==> src/rtl/signal_phase_ctrl.sv <==
`default_nettype none
// ============================================================================
//  Module      : signal_phase_ctrl
//  Description : Intersection light sequencer. Steps through the main green,
//                left arrow, yellows, all-red clearances, secondary green and
//                pedestrian walk phases. Each phase length is counted in whole
//                ticks. Green lengths stretch with the comparator demand flags
//                sampled when the phase is loaded.
//  Ports       : clk, rst_n          - clock, asynchronous active-low reset
//                tick                - one-cycle enable, once per second
//                m_more, l_zero, s_more, p_more, absolute_num
//                                    - lane-count comparator flags
//                main_light/sec_light- one-hot {red,yellow,green} heads
//                left_arrow,ped_walk - main left arrow, pedestrian walk lamp
//                phase, remain       - current state, ticks left in phase
//  Revision    : 1.0 - initial release
// ============================================================================
module signal_phase_ctrl #(
    parameter int MAIN_BASE = 8,
    parameter int LEFT_BASE = 4,
    parameter int SEC_BASE  = 6,
    parameter int YEL_TIME  = 3,
    parameter int RED_TIME  = 1,
    parameter int PED_TIME  = 5,
    parameter int EXT_STEP  = 2,
    parameter int CNT_W     = 6
) (
    input  logic             clk,
    input  logic             rst_n,
    input  logic             tick,
    input  logic             m_more,
    input  logic             l_zero,
    input  logic             s_more,
    input  logic             p_more,
    input  logic [2:0]       absolute_num,
    output logic [2:0]       main_light,
    output logic             left_arrow,
    output logic [2:0]       sec_light,
    output logic             ped_walk,
    output logic [2:0]       phase,
    output logic [CNT_W-1:0] remain
);

    // Durations are formed four bits wider than the countdown so that the
    // largest base plus extension cannot wrap before it is saturated.
    localparam int               DUR_W   = CNT_W + 4;
    localparam logic [DUR_W-1:0] DUR_MAX = DUR_W'((1 << CNT_W) - 1);

    localparam logic [2:0] LIGHT_RED = 3'b100;
    localparam logic [2:0] LIGHT_YEL = 3'b010;
    localparam logic [2:0] LIGHT_GRN = 3'b001;

    typedef enum logic [2:0] {
        MAIN_G = 3'd0,
        LEFT_G = 3'd1,
        MAIN_Y = 3'd2,
        RED_A  = 3'd3,
        SEC_G  = 3'd4,
        SEC_Y  = 3'd5,
        RED_B  = 3'd6,
        PED    = 3'd7
    } phase_t;

    phase_t           state;
    phase_t           state_nxt;
    phase_t           adv_state;
    logic [CNT_W-1:0] remain_nxt;
    logic [CNT_W-1:0] load_dur;
    logic             ped_req;
    logic             ped_req_nxt;
    logic             ped_seen;

    logic [DUR_W-1:0] ext;
    logic [DUR_W-1:0] main_raw;
    logic [DUR_W-1:0] left_raw;
    logic [DUR_W-1:0] sec_raw;
    logic [CNT_W-1:0] red_load;

    // Saturate to the countdown range; a zero length would stall the phase,
    // so it is promoted to a single tick.
    function automatic logic [CNT_W-1:0] clamp_dur(input logic [DUR_W-1:0] raw);
        logic [CNT_W-1:0] res;
        if (raw == '0) begin
            res = CNT_W'(1);
        end else if (raw > DUR_MAX) begin
            res = DUR_MAX[CNT_W-1:0];
        end else begin
            res = raw[CNT_W-1:0];
        end
        return res;
    endfunction

    assign ext      = DUR_W'(absolute_num) * DUR_W'(EXT_STEP);
    assign main_raw = DUR_W'(MAIN_BASE) + (m_more ? ext : '0);
    assign left_raw = DUR_W'(LEFT_BASE) + (m_more ? '0 : ext);
    assign sec_raw  = DUR_W'(SEC_BASE) + (s_more ? DUR_W'(EXT_STEP) : '0);
    assign red_load = clamp_dur(DUR_W'(RED_TIME));

    // Successor phase and its length, evaluated every cycle but only used on
    // the tick that expires the current phase.
    always_comb begin
        adv_state = RED_B;
        // A request raised on the very edge that leaves RED_B still counts.
        ped_seen  = ped_req |
                    (p_more & ((state == SEC_G) || (state == SEC_Y) || (state == RED_B)));
        case (state)
            MAIN_G:  adv_state = l_zero ? MAIN_Y : LEFT_G;
            LEFT_G:  adv_state = MAIN_Y;
            MAIN_Y:  adv_state = RED_A;
            RED_A:   adv_state = SEC_G;
            SEC_G:   adv_state = SEC_Y;
            SEC_Y:   adv_state = RED_B;
            RED_B:   adv_state = ped_seen ? PED : MAIN_G;
            PED:     adv_state = MAIN_G;
            default: adv_state = RED_B;
        endcase
    end

    always_comb begin
        load_dur = red_load;
        case (adv_state)
            MAIN_G:  load_dur = clamp_dur(main_raw);
            LEFT_G:  load_dur = clamp_dur(left_raw);
            MAIN_Y:  load_dur = clamp_dur(DUR_W'(YEL_TIME));
            RED_A:   load_dur = red_load;
            SEC_G:   load_dur = clamp_dur(sec_raw);
            SEC_Y:   load_dur = clamp_dur(DUR_W'(YEL_TIME));
            RED_B:   load_dur = red_load;
            PED:     load_dur = clamp_dur(DUR_W'(PED_TIME));
            default: load_dur = red_load;
        endcase
    end

    always_comb begin
        state_nxt   = state;
        remain_nxt  = remain;
        ped_req_nxt = ped_seen;
        if (tick) begin
            if (remain > CNT_W'(1)) begin
                remain_nxt = remain - CNT_W'(1);
            end else begin
                state_nxt  = adv_state;
                remain_nxt = load_dur;
                if (adv_state == PED) begin
                    ped_req_nxt = 1'b0;
                end
            end
        end
    end

    always_ff @(posedge clk or negedge rst_n) begin
        if (!rst_n) begin
            state   <= RED_B;
            remain  <= red_load;
            ped_req <= 1'b0;
        end else begin
            state   <= state_nxt;
            remain  <= remain_nxt;
            ped_req <= ped_req_nxt;
        end
    end

    // Heads decode the registered phase only, so the two directions can never
    // show non-red together.
    always_comb begin
        main_light = LIGHT_RED;
        sec_light  = LIGHT_RED;
        left_arrow = 1'b0;
        ped_walk   = 1'b0;
        case (state)
            MAIN_G:  main_light = LIGHT_GRN;
            LEFT_G:  begin
                main_light = LIGHT_GRN;
                left_arrow = 1'b1;
            end
            MAIN_Y:  main_light = LIGHT_YEL;
            SEC_G:   sec_light  = LIGHT_GRN;
            SEC_Y:   sec_light  = LIGHT_YEL;
            PED:     ped_walk   = 1'b1;
            default: ;
        endcase
    end

    assign phase = state;

endmodule
`default_nettype wire
==> config.mk <==
export PLATFORM = sky130hd
export DESIGN_NAME = signal_phase_ctrl
export DESIGN_NICKNAME = d
export VERILOG_FILES = /design/src/rtl/signal_phase_ctrl.sv
export SDC_FILE = /design/constraint.sdc
export NUM_CORES = 1
export LEC_CHECK = 0
export BUFFER_PORTS_ARGS = -buffer_cell sky130_fd_sc_hd__buf_4
export CAP_MARGIN = 10
export CORE_UTILIZATION = 35
export DETAILED_ROUTE_END_ITERATION = 7
export GPL_TIMING_DRIVEN = 0
export SLEW_MARGIN = 10
export SYNTH_ARGS = -nofsm -noshare
export SYNTH_HDL_FRONTEND = slang
export SYNTH_SLANG_ARGS = --single-unit
==> constraint.sdc <==
create_clock -name clk -period 2.6 [get_ports clk]
set_input_delay 0.26 -clock clk [delete_from_list [all_inputs] [get_ports clk]]
set_output_delay 0.26 -clock clk [all_outputs]
set_load 0.05 [all_outputs]
==> flow_metrics.py, run 1 <==
metrics = {
    "yosys": {
        "syn_area_um2": 838.3,
        "syn_nets": 122,
        "synth_most_common_cell": "nor2_1",
        "yosys_warnings": 0,
        "netlist_instances": 108,
        "synth_seq_cells": 10,
        "synth_commonest_cells": "11 x nor2_1, 10 x nand2_1, 9 x inv_1",
        "synthDistinctLibCells": 38,
        "yosysTopAreaCellShare_pct": 20.90,
        "ys.flop_type": "dfrtp_1",
        "ys_async_sr_fraction_pct": 100.0,
        "synth_edf_count": 0,
        "yosys-top-cells-area": "dfrtp_1 21%, dfstp_2 9.4%, ha_1 6.0%",
        "yosysTopAreaCell": "dfrtp_1",
        "ys_seq_area_share_pct": 30.30,
        "syn_avg_cell_area_um2": 7.762,
    },
    "worst_hold_path": {
        "hp-class": "primary input to flop",
        "worst_hold_path.endpoint": "ped_req",
        "whs_path_depth": 3,
        "hp-start": "p_more",
    },
    "floorplanning": {
        "start_util_pct": 37.54,
        "rows": 17,
        "die_y_um": 50.94,
        "ioPinCount": 27,
        "die_w_um": 50.94,
        "core_area_mm2": 0.002233,
        "fp.dieArea_mm2": 0.002595,
    },
    "global_routing": {
        "grt_max_degree": 11,
        "gr-total-overflow": 0,
        "grt_pass1_wl_mm": 3.905,
        "first_global_vias": 883,
        "antenna_found_initial": 0,
        "track_usage_pct": 20.51,
    },
    "timing": {
        "relSlewSlack_pct": 68.44,
        "rsz0062_at_grt": "no",
        "finalHoldViolCount": 0,
        "setup_ws_ps": 405.2,
        "fin_crit_sh_pct": 84.42,
        "slew_violations": 0,
        "finalSetupViolations": 0,
        "fin_skew_ps": 8.674,
        "period_needed_ps": 2195,
        "max_slew.worst_pin.slew_ps": 469.8,
        "tns_ps": 0,
        "fmax_ghz": 0.4556,
    },
    "clock_tree": {
        "clockBufferDepth": 2,
        "cts_tree": "done",
        "clk_pin_slew_ps": 80,
        "clock-root-buffer": "clkbuf_4",
        "insertion_delay_ps": 280,
        "clock-sinks": 10,
        "numCtsBuffers": 3,
        "ctsHtreeMaxLevel": 1,
    },
    "place": {
        "routabilityCongestion": 0.8653,
        "dp_hpwl_mm": 1.748,
        "io_buffers": 26,
        "place_ws_ps": 705.7,
        "place_area_mm2": 0.001069,
    },
    "cells_and_area": {
        "fin_area_mm2": 0.001115,
        "multi_input_area_um2": 514.2,
        "register_area_um2": 254.0,
        "fin_nets": 154,
        "areaGrowthSynthToFinish_pct": 32.99,
        "nFillCells": 221,
        "antenna_cells": 0,
        "drive_above_1_share_pct": 28.06,
    },
    "drt": {
        "antenna_left": 0,
        "routed_wl_mm": 2.269,
        "drc": 0,
        "drt_iter0_drc": 22,
        "drt-pass1-iter-count": 4,
        "vias_per_cell": 5.545,
        "wire_per_inst_um": 13.59,
        "vias": 926,
    },
    "status": {
        "run_status": "finished clean",
    },
    "setup_path": {
        "reg2reg_depth": 6,
        "cp.required_ps": 2340,
        "r2r_end": "remain[3]",
        "cp_max_fo": 10,
        "cp_slowest_stage_delay_ps": 530,
        "reg2reg_from": "remain[0]",
        "slowest_stage": "dfstp_2",
        "r2r_setup_slack_ps": 810,
        "worstSetupPathType": "flop to output pin",
        "path_cells": "clkbuf_1, clkbuf_1, nand2b_1, nor2_1, buf_4",
        "startpoint_type": "flop",
        "crit_top_cell": "clkbuf_1",
        "cp-end-kind": "output pin",
        "worstPathArrival_ps": 1930,
    },
    "power_and_ir_drop": {
        "power_density_mw_per_mm2": 1084,
        "power.total_uw": 1209,
        "p_leak_uw": 0.0005233,
        "ir_worst_vdd_mv": 0.6199,
    },
    "job": {
        "drv_cap": 0,
    },
}
[routing by layer]
layer	share of wire, %	vias to the layer above	track usage, %
li1	-	458	-
met1	43	422	22.95
met2	49	39	35.75
met3	5.1	7	5.060
met4	2.1	0	10.19
met5	0	-	0
[repair_timing]
item,in CTS,in global routing
hold endpoints to repair,9,0
buffers inserted,0,0
hold buffers,1,0
gates resized for setup,0,0
[power by group]
| group | total [µW] | internal [µW] | switching, µW | leakage (µW) |
|---|---|---|---|---|
| Combinational | 770 | 248 | 522 | 0.000385 |
| Sequential | 291 | 222 | 69.5 | 0.000117 |
| Clock | 148 | 85.2 | 62.5 | 0.0000210 |
[worst max path at each step]
stage | cells past startpoint | start | endpoint
detailed placement | 5 | phase[1] | sec_light[1]
global route | 5 | phase[1] | sec_light[0]
floorplan | 4 | phase[2] | sec_light[0]
finish | 5 | phase[1] | sec_light[1]
CTS | 5 | phase[1] | sec_light[1]
global placement | 5 | phase[1] | sec_light[1]
[through the flow]
step / cells / util [%] / hold WS (ps)
floorplan: 108 / - / -35.59
global placement: 162 / 47.84 / 97.60
detailed placement: 162 / 47.84 / 99.76
CTS: 167 / 49.92 / 261.4
global route: 167 / 49.92 / 279.3
finish: 167 / 49.92 / 263.6
[final cells by class]
class	count	area share [%]
multi-input combinational	82	46.13
sequential	10	22.78
timing repair buffer	27	18.41
clock buffer	4	3.255
buffer	7	3.255
tap	28	3.143
inverter	9	3.030
[placed cells by master (no fill, tap or decap), types with 2 or more instances in the layout]
master | netlist | final
buf_4 | 0 | 26
buf_2 | 2 | 2
nand2b_1 | 3 | 3
o221ai_1 | 2 | 2
o211ai_1 | 3 | 3
dfrtp_1 | 7 | 7
nor3_1 | 3 | 3
nand3_1 | 5 | 5
o31a_1 | 2 | 2
clkbuf_4 | 0 | 3
o21ai_0 | 6 | 6
nand2_1 | 10 | 10
a21boi_0 | 2 | 2
a21oi_1 | 6 | 6
o31ai_1 | 2 | 2
ha_1 | 4 | 4
nor2_1 | 11 | 11
and3_1 | 2 | 2
nor3b_1 | 2 | 2
clkbuf_1 | 4 | 4
o22ai_1 | 2 | 2
dfstp_2 | 3 | 3
a31oi_1 | 2 | 2
inv_1 | 9 | 9
[cells by family (layout without fill, tap and decap cells)]
logic type	count (synthesis)	count (layout)	synth area share [%]
and+or+nand+nor	43	43	26.57
buffers and inverters	16	47	8.357
DFF	10	10	30.30
AOI/OAI and AO/OA	35	35	28.81
adders and majority gates	4	4	5.970
[registers in the layout, summed over array words and instances (netlist names)]
register / cells
ped_req: 1
phase: 3
remain: 6
[worst max-delay path, delay by kind of cell, from the launching register on]
| kind | cells | cell delay [ps] |
|---|---|---|
| buffers and inverters | 3 | 860 |
| DFF | 1 | 530 |
| and+or+nand+nor | 2 | 270 |
Note: power is estimated with default switching activity, not from simulation.
==> inputs of run 2 (changes only) <==
==> constraint.sdc (replaced) <==
create_clock -name clk -period 1.98 [get_ports clk]
set_input_delay 0.198 -clock clk [delete_from_list [all_inputs] [get_ports clk]]
set_output_delay 0.198 -clock clk [all_outputs]
set_load 0.05 [all_outputs]
==> run 2 against run 1 <==
Effect of this change: first-iteration DRC count is 18% lower; via count shrank 2.3%; non-clock buffer count shrank 2; clock skew fell by 5.4 ps.
==> flow_metrics.py, run 2 (synthesis results as in run 1) <==
metrics = {
    "status": {
        "run_status": "finished clean",
    },
    "drt": {
        "vias_per_cell": 5.485,
        "drt_iter0_drc": 18,
        "drt-pass1-iter-count": 4,
        "routed_wl_mm": 2.129,
        "drc": 0,
        "antenna_left": 0,
        "vias": 905,
        "wire_per_inst_um": 12.90,
    },
    "floorplanning": {
        "die_w_um": 50.94,
        "start_util_pct": 37.54,
        "fp.dieArea_mm2": 0.002595,
        "ioPinCount": 27,
        "core_area_mm2": 0.002233,
        "die_y_um": 50.94,
        "rows": 17,
    },
    "power_and_ir_drop": {
        "ir_worst_vdd_mv": 0.9193,
        "power_density_mw_per_mm2": 1388,
        "p_leak_uw": 0.0005220,
    },
    "clock_tree": {
        "clockBufferDepth": 2,
        "post_cts_buffers": 0,
        "insertion_delay_ps": 280,
        "ctsHtreeMaxLevel": 1,
        "numCtsBuffers": 3,
        "clk_pin_slew_ps": 70,
        "clock-root-buffer": "clkbuf_4",
        "clock-sinks": 10,
        "cts_tree": "done",
    },
    "timing": {
        "fin_crit_sh_pct": 93.44,
        "max_slew.worst_pin.slew_ps": 459.3,
        "rsz0062_at_grt": "no",
        "fin_skew_ps": 3.236,
        "tns_ps": 0,
        "fmax_ghz": 0.5405,
        "setup_ws_ps": 129.9,
        "period_needed_ps": 1850,
        "finalSetupViolations": 0,
        "finalHoldViolCount": 0,
        "slew_violations": 0,
        "relSlewSlack_pct": 69.14,
    },
    "global_routing": {
        "grt_pass1_wl_mm": 3.705,
        "gr-total-overflow": 0,
        "track_usage_pct": 19.09,
        "grt_max_degree": 20,
        "antenna_found_initial": 0,
        "first_global_vias": 817,
    },
    "worst_hold_path": {
        "hp-start": "p_more",
        "worst_hold_path.endpoint": "ped_req",
        "whs_path_depth": 3,
        "hp-class": "primary input to flop",
    },
    "cells_and_area": {
        "fin_area_mm2": 0.001129,
        "largest_reg_flops": 6,
        "register_area_um2": 254.0,
        "antenna_cells": 0,
        "largest-register": "remain",
        "final_util_pct": 50.53,
        "fin_nets": 152,
        "areaGrowthSynthToFinish_pct": 34.63,
        "drive_above_1_share_pct": 32.12,
        "nFillCells": 227,
        "multi_input_area_um2": 544.3,
        "final_common_cell": "buf_4",
        "layout_common_cells": "26 x buf_4, 10 x nand2_1, 9 x inv_1",
    },
    "setup_path": {
        "r2r_setup_slack_ps": 210,
        "r2r_end": "remain[3]",
        "worstSetupPathType": "flop to output pin",
        "cp_max_fo": 19,
        "cp.required_ps": 1780,
        "worstPathArrival_ps": 1650,
        "startpoint_type": "flop",
        "setup.worst_path.start": "phase[2]",
        "slowest_stage": "dfstp_2",
        "reg2reg_depth": 6,
        "path_cells": "buf_2, inv_1, and3_1, buf_4",
        "cp_slowest_stage_delay_ps": 530,
        "reg2reg_from": "remain[0]",
        "cp-end-kind": "output pin",
    },
    "place": {
        "dp_hpwl_mm": 1.656,
        "place_ws_ps": 102.3,
        "place_area_mm2": 0.001099,
        "routabilityCongestion": 0.8656,
        "io_buffers": 26,
    },
    "job": {
        "drv_cap": 0,
    },
}
run 2: cell count changes in the layout (fill, tap and decap cells not counted), sizes merged:
cell	previous run	this run
clkbuf	8	6
run 2: area by class of cell:
| type | count | area share (%) |
|---|---|---|
| repair buffers | 27 | 18.18 |
| inverters | 9 | 2.993 |
| multi-input cells | 82 | 48.23 |
| clock buffers | 4 | 2.328 |
| flip-flops and latches | 10 | 22.51 |
| plain buffers | 5 | 2.661 |
| well taps | 28 | 3.104 |
run 2: where the power goes:
part | internal, µW | switching [µW] | leakage (µW)
clock | 78.2 | 78.7 | 0.0000150
combinational | 328 | 673 | 0.000390
sequential | 293 | 115 | 0.000117
total | 699 | 867 | 0.000522
run 2: worst max-delay path, delay by kind of cell, from the launching register on:
kind | cells | cell delay, ps
buffers and inverters | 3 | 640
DFF | 1 | 530
and+or+nand+nor | 1 | 200
run 2: per-stage QoR:
stage               std cells  hold WS [ps]  power, µW
floorplan                 108        -97.59       1128
global placement          162         35.91       1399
detailed placement        162         36.49       1410
CTS                       165         209.8       1568
global route              165         269.3       1688
finish                    165         216.1       1566
run 2: metal layers:
layer	track usage [%]	up-vias	part of all wire [%]
met2	26.75	28	44
met1	27.01	420	51
met5	0	-	0
li1	-	452	-
met3	2.976	5	3.0
met4	11.57	0	2.2
run 2: worst max path at each step:
stage | endpoint | cells past startpoint
final | main_light[1] | 4
after detailed placement | main_light[1] | 5
after global placement | sec_light[1] | 5
after global routing | main_light[1] | 4
after floorplan | sec_light[0] | 4
after CTS | main_light[1] | 4
run 2: timing repair:
| item | 4_1_cts | 5_1_grt |
|---|---|---|
| setup endpoints to repair | 6 | 0 |
| gates resized for setup | 1 | 0 |
| hold buffers | 1 | 0 |
| endpoints found under the hold margin | 10 | 0 |
==> inputs of run 3 (changes only) <==
--- a/config.mk
+++ b/config.mk
@@ -10,6 +10,7 @@
 export CORE_UTILIZATION = 35
 export DETAILED_ROUTE_END_ITERATION = 7
 export GPL_TIMING_DRIVEN = 0
+export RECOVER_POWER = 50
 export SLEW_MARGIN = 10
 export SYNTH_ARGS = -nofsm -noshare
 export SYNTH_HDL_FRONTEND = slang
==> run 3 against run 2 <==
Effect of this change: die area stayed put; clock-buffer cell count stayed put; clock power hardly changed; largest cell class unchanged; largest power group unchanged.
==> flow_metrics.py, run 3 (synthesis results as in run 1) <==
metrics = {
    "cells_and_area": {
        "nFillCells": 232,
        "areaGrowthSynthToFinish_pct": 30.60,
        "drive_above_1_share_pct": 25.55,
        "fin_nets": 152,
        "antenna_cells": 0,
        "final_common_cell": "buf_4",
        "largest-register": "remain",
        "multi_input_area_um2": 544.3,
        "layout_common_cells": "17 x buf_4, 11 x clkbuf_1, 10 x nand2_1",
        "largest_reg_flops": 6,
        "register_area_um2": 254.0,
    },
    "timing": {
        "slew_violations": 0,
        "rsz0062_at_grt": "no",
        "finalHoldViolCount": 0,
        "fin_crit_sh_pct": 93.48,
        "fin_skew_ps": 2.520,
        "max_slew.worst_pin.slew_ps": 590.4,
        "setup_ws_ps": 129.2,
        "relSlewSlack_pct": 60.81,
        "finalSetupViolations": 0,
        "period_needed_ps": 1851,
        "fmax_ghz": 0.5403,
        "tns_ps": 0,
    },
    "setup_path": {
        "slowest_stage": "dfstp_2",
        "worstSetupPathType": "flop to output pin",
        "path_cells": "buf_2, inv_1, and3_1, buf_4",
        "crit_family": "buffers and inverters",
        "reg2reg_depth": 6,
        "cp-end-kind": "output pin",
        "path_depth": 4,
        "cp_slowest_stage_delay_ps": 530,
        "worstPathArrival_ps": 1650,
        "cp_max_fo": 19,
        "cp.required_ps": 1780,
        "startpoint_type": "flop",
        "r2r_setup_slack_ps": 210,
        "crit_buf_inv": 3,
        "reg2reg_from": "remain[0]",
        "setup.worst_path.start": "phase[2]",
        "r2r_end": "remain[3]",
    },
    "clock_tree": {
        "post_cts_buffers": 0,
        "clk_pin_slew_ps": 70,
        "clock-root-buffer": "clkbuf_4",
        "clock-sinks": 10,
        "ctsHtreeMaxLevel": 1,
        "cts_tree": "done",
        "clockBufferDepth": 2,
        "numCtsBuffers": 3,
        "insertion_delay_ps": 270,
    },
    "global_routing": {
        "grt_max_degree": 20,
        "first_global_vias": 817,
        "antenna_found_initial": 0,
        "grt_pass1_wl_mm": 3.705,
        "track_usage_pct": 19.09,
        "gr-total-overflow": 0,
    },
    "drt": {
        "drc": 0,
        "vias": 893,
        "drt-pass1-iter-count": 4,
        "drt_iter0_drc": 20,
        "antenna_left": 0,
        "routed_wl_mm": 2.157,
        "vias_per_cell": 5.412,
        "wire_per_inst_um": 13.07,
    },
    "place": {
        "dp_hpwl_mm": 1.656,
        "place_ws_ps": 102.3,
        "routabilityCongestion": 0.8656,
        "io_buffers": 26,
    },
    "floorplanning": {
        "start_util_pct": 37.54,
        "rows": 17,
        "ioPinCount": 27,
        "core_area_mm2": 0.002233,
        "die_y_um": 50.94,
        "fp.dieArea_mm2": 0.002595,
        "die_w_um": 50.94,
    },
    "power_and_ir_drop": {
        "power_density_mw_per_mm2": 1389,
        "power.total_uw": 1521,
        "p_leak_uw": 0.0004879,
        "ir_worst_vdd_mv": 0.8910,
    },
    "worst_hold_path": {
        "whs_path_depth": 3,
        "worst_hold_path.endpoint": "ped_req",
        "hp-class": "primary input to flop",
        "hp-start": "p_more",
    },
    "job": {
        "drv_cap": 0,
    },
    "status": {
        "run_status": "finished clean",
    },
}
==> run 3: how the worst max path moves through the flow <==
stage	to	slack (ps)
finish	main_light[1]	130
CTS	main_light[1]	130
global placement	sec_light[1]	100
floorplan	sec_light[0]	-70
global route	main_light[1]	40
detailed placement	main_light[1]	100
==> run 3: cell type report <==
class                           instances  area share (%)
Multi-Input combinational cell         82           49.71
Timing Repair Buffer                   27           15.66
Tap cell                               28           3.200
Clock buffer                            4           2.400
Sequential cell                        10           23.20
Buffer                                  5           2.743
Inverter                                9           3.086
==> run 3: power by group <==
group | switching, µW | total (µW) | internal (µW)
clock | 78.4 | 157 | 78.2
sequential | 116 | 409 | 293
combinational | 674 | 955 | 281
total | 869 | 1520 | 652
==> run 3: routing by layer <==
layer,up-vias,GRT usage (%),routed length (µm)
li1,450,-,-
met1,415,27.01,1091
met2,23,26.75,951
met3,5,2.976,65
met4,0,11.57,47
met5,-,0,0
==> run 3: metrics by stage <==
| stage | area [µm²] | util, % | std cells | hold WS [ps] |
|---|---|---|---|---|
| floorplan | 868.3 | - | 108 | -97.59 |
| global placement | 1099 | 49.19 | 162 | 35.91 |
| detailed placement | 1099 | 49.19 | 162 | 36.49 |
| CTS | 1129 | 50.53 | 165 | 209.8 |
| global route | 1095 | 49.02 | 165 | 269.3 |
| finish | 1095 | 49.02 | 165 | 215.2 |
==> run 3: worst reg2reg max path, delay by kind of cell (launching register included) <==
| family | cells | cell delay (ps) |
|---|---|---|
| AOI/OAI and AO/OA | 3 | 570 |
| DFF | 1 | 560 |
| buffers and inverters | 2 | 260 |
| adders and majority gates | 1 | 250 |
==> run 3: timing repair <==
action,4_1_cts,5_1_grt
resized for setup,1,0
hold buffers,1,0
setup endpoints to repair,6,0
hold endpoints to repair,10,0
